### src/rtl/relu_neuron_array_pkg.sv
// Shared types and helpers for the ReLU neuron array: FSM states,
// accumulator width and the signed saturation limits of an N-bit result.
package relu_pkg;

    typedef enum logic [0:0] {
        S_ACC = 1'b0,
        S_OUT = 1'b1
    } state_t;

    // Full-precision products plus headroom for k_max beats.
    function automatic int acc_width(int n, int k_max);
        return 2 * n + $clog2(k_max);
    endfunction

    // Largest positive N-bit signed value.
    function automatic longint sat_hi(int n);
        return (64'sd1 <<< (n - 1)) - 64'sd1;
    endfunction

    // Most negative N-bit signed value.
    function automatic longint sat_lo(int n);
        return -(64'sd1 <<< (n - 1));
    endfunction

endpackage

### src/rtl/relu_neuron_array_if.sv
// Stream bundle for the neuron array: input beats (x broadcast, one weight
// per lane) and activated result words, each with valid/ready.
interface relu_neuron_array_if #(
    parameter int N     = 18,
    parameter int LANES = 4
) ();
    logic                 in_valid;
    logic                 in_ready;
    logic                 in_last;
    logic [N-1:0]         in_x;
    logic [LANES*N-1:0]   in_w;
    logic                 out_valid;
    logic                 out_ready;
    logic [LANES*N-1:0]   out_data;

    modport master (
        output in_valid, in_last, in_x, in_w, out_ready,
        input  in_ready, out_valid, out_data
    );

    modport slave (
        input  in_valid, in_last, in_x, in_w, out_ready,
        output in_ready, out_valid, out_data
    );
endinterface

### src/rtl/relu_neuron_array_mac_lane.sv
// One neuron lane: signed MAC with clear/enable, plus combinational
// requantise + ReLU (leaky when RELU_LEAKY_EN is defined) of acc_next.
// Ports: clk, rst (async active-low), clr, en, x, w, act (N-bit result).
module mac_lane
    import relu_pkg::*;
#(
    parameter int N          = 18,
    parameter int ACC_W      = 38,
    parameter int SHIFT      = 18,
    parameter int LEAK_SHIFT = 3
) (
    input  logic                clk,
    input  logic                rst,
    input  logic                clr,
    input  logic                en,
    input  logic signed [N-1:0] x,
    input  logic signed [N-1:0] w,
    output logic signed [N-1:0] act
);
    localparam logic signed [ACC_W-1:0] HI = ACC_W'(sat_hi(N));

    logic signed [2*N-1:0]   prod;
    logic signed [ACC_W-1:0] acc_q;
    logic signed [ACC_W-1:0] acc_next;
    logic signed [ACC_W-1:0] y;

    assign prod     = x * w;
    assign acc_next = en ? acc_q + ACC_W'(prod) : acc_q;
    assign y        = acc_next >>> SHIFT;

    always_ff @(posedge clk or negedge rst) begin
        if (!rst) begin
            acc_q <= '0;
        end else if (clr) begin
            acc_q <= '0;
        end else if (en) begin
            acc_q <= acc_next;
        end
    end

`ifdef RELU_LEAKY_EN
    localparam logic signed [ACC_W-1:0] LO = ACC_W'(sat_lo(N));
    logic signed [ACC_W-1:0] yl;
    assign yl = y >>> LEAK_SHIFT;
`endif

    always_comb begin
        act = '0;
        if (y < 0) begin
`ifdef RELU_LEAKY_EN
            act = (yl < LO) ? LO[N-1:0] : yl[N-1:0];
`else
            act = '0;
`endif
        end else if (y > HI) begin
            act = HI[N-1:0];
        end else begin
            act = y[N-1:0];
        end
    end

endmodule

### src/rtl/relu_neuron_array.sv
// Multi-lane neuron engine: LANES MACs share a broadcast activation, then
// requantise/ReLU/saturate into a held result. Optional: RELU_LEAKY_EN.
// Ports: clk, rst (async active-low), bus (slave stream), err_ovf (sticky).
module relu_neuron_array
    import relu_pkg::*;
#(
    parameter int N          = 18,
    parameter int LANES      = 4,
    parameter int K_MAX      = 256,
    parameter int SHIFT      = 18,
    parameter int LEAK_SHIFT = 3
) (
    input  logic                 clk,
    input  logic                 rst,
    relu_neuron_array_if.slave   bus,
    output logic                 err_ovf
);
    localparam int ACC_W = acc_width(N, K_MAX);
    localparam int CW    = (K_MAX > 1) ? $clog2(K_MAX) : 1;

    state_t               state_q, state_d;
    logic [CW-1:0]        cnt_q;
    logic [LANES*N-1:0]   data_q;
    logic [LANES*N-1:0]   lane_act;
    logic                 fire;
    logic                 at_max;
    logic                 close;

    // A vector closes on its last beat, or is forced shut on beat K_MAX.
    always_comb begin
        state_d = state_q;
        at_max  = (cnt_q == CW'(K_MAX - 1));
        fire    = (state_q == S_ACC) && bus.in_valid;
        close   = fire && (bus.in_last || at_max);
        unique case (state_q)
            S_ACC:   if (close) state_d = S_OUT;
            S_OUT:   if (bus.out_ready) state_d = S_ACC;
            default: state_d = S_ACC;
        endcase
    end

    always_ff @(posedge clk or negedge rst) begin
        if (!rst) begin
            state_q <= S_ACC;
            cnt_q   <= '0;
            data_q  <= '0;
            err_ovf <= 1'b0;
        end else begin
            state_q <= state_d;
            if (close) begin
                cnt_q  <= '0;
                data_q <= lane_act;
                if (!bus.in_last) err_ovf <= 1'b1;
            end else if (fire) begin
                cnt_q <= cnt_q + 1'b1;
            end
        end
    end

    assign bus.in_ready  = (state_q == S_ACC);
    assign bus.out_valid = (state_q == S_OUT);
    assign bus.out_data  = data_q;

    for (genvar i = 0; i < LANES; i++) begin : g_lane
        mac_lane #(
            .N          (N),
            .ACC_W      (ACC_W),
            .SHIFT      (SHIFT),
            .LEAK_SHIFT (LEAK_SHIFT)
        ) u_lane (
            .clk (clk),
            .rst (rst),
            .clr (close),
            .en  (fire),
            .x   (bus.in_x),
            .w   (bus.in_w[i*N +: N]),
            .act (lane_act[i*N +: N])
        );
    end

endmodule

### src/flat_wrapper.sv
// flat-port wrapper written by rule: the top's interface ports become plain ports
module relu_neuron_array_flat import relu_pkg::*;
#(
    parameter int N          = 18,
    parameter int LANES      = 4,
    parameter int K_MAX      = 256,
    parameter int SHIFT      = 18,
    parameter int LEAK_SHIFT = 3
)
  (clk, rst, err_ovf, bus_in_valid, bus_in_last, bus_in_x, bus_in_w, bus_out_ready, bus_in_ready, bus_out_valid, bus_out_data);
  relu_neuron_array_if #(.N(N), .LANES(LANES)) bus_i ();
  input  logic clk;
  input  logic rst;
  output logic err_ovf;
  input wire logic [$bits(bus_i.in_valid)-1:0] bus_in_valid;
  input wire logic [$bits(bus_i.in_last)-1:0] bus_in_last;
  input wire logic [$bits(bus_i.in_x)-1:0] bus_in_x;
  input wire logic [$bits(bus_i.in_w)-1:0] bus_in_w;
  input wire logic [$bits(bus_i.out_ready)-1:0] bus_out_ready;
  output wire logic [$bits(bus_i.in_ready)-1:0] bus_in_ready;
  output wire logic [$bits(bus_i.out_valid)-1:0] bus_out_valid;
  output wire logic [$bits(bus_i.out_data)-1:0] bus_out_data;
  assign bus_i.in_valid = bus_in_valid;
  assign bus_i.in_last = bus_in_last;
  assign bus_i.in_x = bus_in_x;
  assign bus_i.in_w = bus_in_w;
  assign bus_i.out_ready = bus_out_ready;
  assign bus_in_ready = bus_i.in_ready;
  assign bus_out_valid = bus_i.out_valid;
  assign bus_out_data = bus_i.out_data;
  relu_neuron_array #(.N(N), .LANES(LANES), .K_MAX(K_MAX), .SHIFT(SHIFT), .LEAK_SHIFT(LEAK_SHIFT)) u_core (.clk(clk), .rst(rst), .bus(bus_i), .err_ovf(err_ovf));
endmodule
### config.mk
export PLATFORM = sky130hd
export DESIGN_NAME = relu_neuron_array_flat
export DESIGN_NICKNAME = d
export VERILOG_FILES = /design/src/rtl/relu_neuron_array_pkg.sv /design/src/rtl/relu_neuron_array_if.sv /design/src/rtl/relu_neuron_array_mac_lane.sv /design/src/rtl/relu_neuron_array.sv /design/src/flat_wrapper.sv
export SDC_FILE = /design/constraint.sdc
export NUM_CORES = 2
export LEC_CHECK = 0
export CAP_MARGIN = 20
export CORE_ASPECT_RATIO = 2
export CORE_UTILIZATION = 25
export CTS_CLUSTER_SIZE = 8
export DETAILED_ROUTE_END_ITERATION = 8
export GPL_TIMING_DRIVEN = 0
export MAX_ROUTING_LAYER = met4
export RECOVER_POWER = 100
export SYNTH_ARGS = -nofsm -noshare
export SYNTH_HDL_FRONTEND = slang
export SYNTH_SLANG_ARGS = --single-unit
### constraint.sdc
create_clock -name clk -period 16.7 [get_ports clk]
set_input_delay 1.67 -clock clk [delete_from_list [all_inputs] [get_ports clk]]
set_output_delay 1.67 -clock clk [all_outputs]
set_load 0.05 [all_outputs]
Yosys cells after proc, flatten, opt, wreduce, memory -nomap -nowiden
Cells that the tools add are included.

word-level totals
  flip-flop bits (word level) = 258
  bits of input ports = 95
  output and inout bits = 75
  logic and storage cells = 58

operators by class
  $add $sub $neg = 5
  multipliers = 4
  order comparisons = 8
  equality and inequality tests = 1
  mux-type cells = 25
  bitwise logic cells = 2
  reduce and logical (&&, ||, !) cells = 5

operators by type and width
  kind                                                  number
  2-to-1 mux 44 bit                                     12
  adder 44 x 36 -> 44 bit                               4
  multiplier 18 x 18 -> 36 bit                          4
  2-to-1 mux 18 bit                                     8
  > comparator 26 x 18 -> 1 bit, second input constant  4
  < comparator 26 x 1 -> 1 bit, second input constant   4
  2-to-1 mux 8 bit                                      2
  adder 8 x 1 -> 8 bit, second input constant           1
  equality test 8 bit, second input constant            1
  logical AND 1 bit                                     2
  2-to-1 mux 1 bit                                      2
  NOT 1 bit                                             2
  one-hot mux 1 bit (2 select lines)                    1
  AND reduction 2 bit                                   1
  nonzero test 2 bit                                    1
  logical OR 1 bit                                      1

Logic depth before layout (Yosys ltp)
  depth in word-level cells = 6
  depth in mapped cells = 29
  gate-level depth less buffers = 26

By module
From an unflattened synthesis, not the netlist that was laid out.

second synthesis, totals
  cell total of the unflattened synthesis = 7,540
  area, all modules = 71,104.4 µm²

by module, submodules not included
  module                                  instances  cells each  area an instance (µm²)
  mac_lane (u_core.g_lane[1].u_lane ...)  2          1,814       16,814.9
  mac_lane (u_core.g_lane[0].u_lane)      1          1,842       17,142.7
  mac_lane (u_core.g_lane[3].u_lane)      1          1,868       17,123.9
  relu_neuron_array                       1          202         3,208.1

Worst setup path before layout
No wires, ideal clock.

  kind = input -> register
  from = in bus_in_x[17]
  to = reg u_core.data_q[46], in the netlist u_core.bus.out_data[46]
  data arrival time = 9,762 ps
  data required time = 16,572 ps
  slack = 6,810 ps
  stages on the path = 28
  cells stage by stage = clkbuf_1 > clkbuf_1 > clkbuf_1 > nand2_1 > fa_1 > inv_1 > fa_1 > inv_1 > fa_1 > inv_1 > fa_1 > fa_1 > inv_1 > fa_1 > inv_1 > ha_1 > ha_1 > clkbuf_1 > nand4_1 > or3_1 > a2111oi_0 > nor3_1 > o31a_1 > xnor2_1 > or4_4 > o41ai_4 > buf_6 > a21oi_2

between the ends
  cells in the longest elaborated chain, start to end = 6

RTL lines
  element                           line                              source
  from (decl)                       flat_wrapper.sv:17                input wire logic [$bits(bus_i.in_x)-1:0] bus_in_x;
  multiplier 18 x 18 -> 36 bit (*)  relu_neuron_array_mac_lane.sv:27  assign prod = x * w;
  adder 44 x 36 -> 44 bit (*)       relu_neuron_array_mac_lane.sv:28  assign acc_next = en ? acc_q + ACC_W'(prod) : acc_q;
  2-to-1 mux 44 bit (*)             relu_neuron_array_mac_lane.sv:28
  > comparator 26 x 18 -> 1 bit     relu_neuron_array_mac_lane.sv:55  end else if (y > HI) begin
  2-to-1 mux 18 bit                 relu_neuron_array_mac_lane.sv:55
  2-to-1 mux 18 bit (*)             relu_neuron_array_mac_lane.sv:49  if (y < 0) begin
  to (signal assigned)              relu_neuron_array.sv:52           data_q <= lane_act;
  to (decl)                         relu_neuron_array.sv:23           logic [LANES*N-1:0] data_q;

Every way passes the cells marked *; elsewhere a longest branch is shown, timed or not.
A chain may end at the register's enable or synchronous reset.

Worst setup path after layout
Ends and elaborated chain as after synthesis.

==> flow_metrics.tcl <==
set metrics [dict create \
    ctsLongestPathBuffers 3 \
    number_of_endpoints_with_negative_hold_slack_in_the_final_report 0 \
    drt-pass1-iter-count 5 \
    numClockSinks 258 \
    fin_worst_skew_ns 0.0740 \
    clkLatencyLatePin_ns 0.75 \
    cts.repair_timing.setup_buffer_count 0 \
    critical_path_required_ns 17.26 \
    ys.flop_type "dfrtp_1" \
    die-height_um 747 \
    hpwl_um 239000 \
    gr-total-overflow 0 \
    clock_tree.htree_level_count 2 \
    drc_errors 0 \
    failing_checks "capacitance limit, slew limit" \
    path_class "input port to flip-flop" \
    critPathSlowestCell "a2111oi_0" \
    area.growth.synth_to_final_pct 12.0 \
    post_synth.cell_area_avg_um2 9.31 \
    netlist_instances 7444 \
    unrepaired_setup_endpoints_after_global_routing "no" \
    detailroute.via_count 54085 \
    post-synth-top-area-fraction 0.462 \
    floorplan.rows 273 \
    slew_viol_final 360 \
    synth-edff-count 0 \
    clock_tree_from_tritoncts "done" \
    synth_cell_types 87 \
    synth.cells.most_frequent "1725 x inv_1, 1600 x fa_1, 872 x nand2_1, 647 x and2_1, 517 x ha_1" \
    number_of_setup_violations_in_the_final_report 0 \
    cts.hold.buffers_added 0 \
    timing.critical_path.fanout_max 10 \
    final_layout_size_suffix_gt1_frac 0.0235 \
    die-width_um 374 \
    clock_root_buffer "clkbuf_16" \
    clkTransAtPathRegs_ns 0.06 \
    tightest_slew_ns 5.85 \
    fin_cells 11337 \
    placed_cells 11227 \
    critical-path-max-stage-delay_ns 1.34 \
    drt_first_iter_violations 3479 \
    number_of_antenna_violations_at_the_first_check_in_global_routing 32 \
    detail_route.vias_per_cell 4.77 \
    totalWireLength_um 281000 \
    final.period_utilization 0.877 \
    drt.antenna.violating_nets 0 \
    ys_ff_latch 258 \
    setup_tns_ns 0 \
    cts-buffers-inserted 40 \
    synthMostInstantiatedCell "inv_1" \
    hold_class "flip-flop to flip-flop" \
    wire_per_inst_um 24.8 \
    buffer_ports.inserted 127 \
    fmax_mhz 68.3 \
    io_pins 170 \
    post_synth_main_area_contributors "fa_1 46%, inv_1 9.3%, ha_1 9.3%" \
    final.fill_count 29563 \
    grt_start_max_net_pins 95 \
    run_status "complete, but fails checks" \
    max_cap_viol_count 14 \
    floorplan.initialDensity 0.251 \
    core_um2 276000 \
    ys_warnings 0 \
    first_global_vias 58993 \
    resized_after_cts 0 \
    syn_nets 9656 \
    final_worst_path_period_need_ns 14.64 \
    dieArea_um2 279000 \
    synth_largest_area_cell "fa_1" \
    gr-usage-all-layers 0.210 \
    synth-async-reset-ratio 1.00 \
    syn_area_um2 69300 \
    critical_path.endpoint_type "flip-flop" \
    final_net_count 9912 \
    startpoint_type "input port" \
    grt_first_pass_wirelength_um 405000 \
    worst_slew_margin_rel -2.90 \
    cp.arrival_ns 15.21 \
    place_congestion 1.01 \
    sequential_share_of_the_synthesized_area 0.0932 \
]
stage by stage:
step	setup WS [ns]	hold WS [ns]	area [um2]	util
floorplan	6.81	0.443	69300	-
global placement	0.152	0.463	75000	0.272
detailed placement	3.37	0.470	76600	0.277
CTS	4.08	0.484	77700	0.282
global route	2.11	0.515	77600	0.281
finish	2.06	0.478	77600	0.281
metal layers:
metal | GRT usage | wire [um] | up-vias
li1 | - | - | 22929
met2 | 0.362 | 142000 | 2010
met4 | 0.209 | 36400 | 0
met5 | - | 0 | -
met1 | 0.190 | 85000 | 28241
met3 | 0.0404 | 17300 | 905
cells by family after synthesis:
| kind of cell | after synthesis | share of synthesized area |
|---|---|---|
| fa+ha+maj | 2117 | 0.556 |
| buf+inv | 2097 | 0.114 |
| simple gates | 1989 | 0.139 |
| compound gates | 808 | 0.0756 |
| flops | 258 | 0.0932 |
| xor+xnor | 164 | 0.0207 |
| mux | 11 | 0.00163 |
sequential cells by signal, indices dropped and copies added (netlist names):
register,flops
u_core.err_ovf,1
u_core.bus.out_valid,1
u_core.cnt_q,8
u_core.bus.out_data,72
u_core.g_lane.u_lane.acc_q,176
critical path, delay by kind of cell:
| family | cells | cell delay [ns] |
|---|---|---|
| xor+xnor | 1 | 0.15 |
| fa+ha+maj | 8 | 3.90 |
| simple gates | 5 | 1.78 |
| compound gates | 4 | 2.60 |
| buf+inv | 12 | 5.03 |
cells in the final DEF, fill, tap and decap left out, drive strengths merged, types with 15 or more instances in the layout:
master,n
a22oi,31
nand2,873
dlygate4sd3,77
and2,648
clkbuf,412
nor2,229
xnor2,105
and3,15
o21a,24
clkdlybuf4s50,49
dfrtp,258
a21oi,227
diode,52
nor3,29
ha,517
a31oi,27
a22o,26
nand2b,23
o21ai,196
nand3,74
buf,88
inv,1725
nand4,40
o22ai,33
fa,1600
a21o,69
o211ai,18
o21bai,28
a211oi,22
xor2,59
final timing paths:
path                                                           to                              start  cells after the start  slack [ns]
worst max-delay path                      u_core.bus.out_data[46]                       bus_in_x[17]                     30        2.06
worst min-delay path                      u_core.bus.out_data[17]            u_core.bus.out_data[17]                      1        0.48
worst max register to register            u_core.bus.out_data[46]  u_core.g_lane[2].u_lane.acc_q[33]                     21        8.38
worst min register to register            u_core.bus.out_data[17]            u_core.bus.out_data[17]                      1        0.48
max in group asynchronous       u_core.g_lane[3].u_lane.acc_q[18]                                rst                      3        6.03
min in group asynchronous       u_core.g_lane[1].u_lane.acc_q[17]                                rst                      2        2.99
area by class of cell:
type / instances / area (um2) / area share
diodes: 52 / 130 / 0.00168
plain buffers: 368 / 1430 / 0.0185
clock buffers: 44 / 1040 / 0.0134
clock inverters: 8 / 126 / 0.00163
inverters: 1729 / 6490 / 0.0836
multi-input cells: 5089 / 54800 / 0.706
flip-flops and latches: 258 / 6460 / 0.0832
well taps: 3575 / 4470 / 0.0576
repair buffers: 214 / 2650 / 0.0342
Power is not shown: default switching activity piles up to over one toggle a cycle in this logic, so the estimate is an artifact.
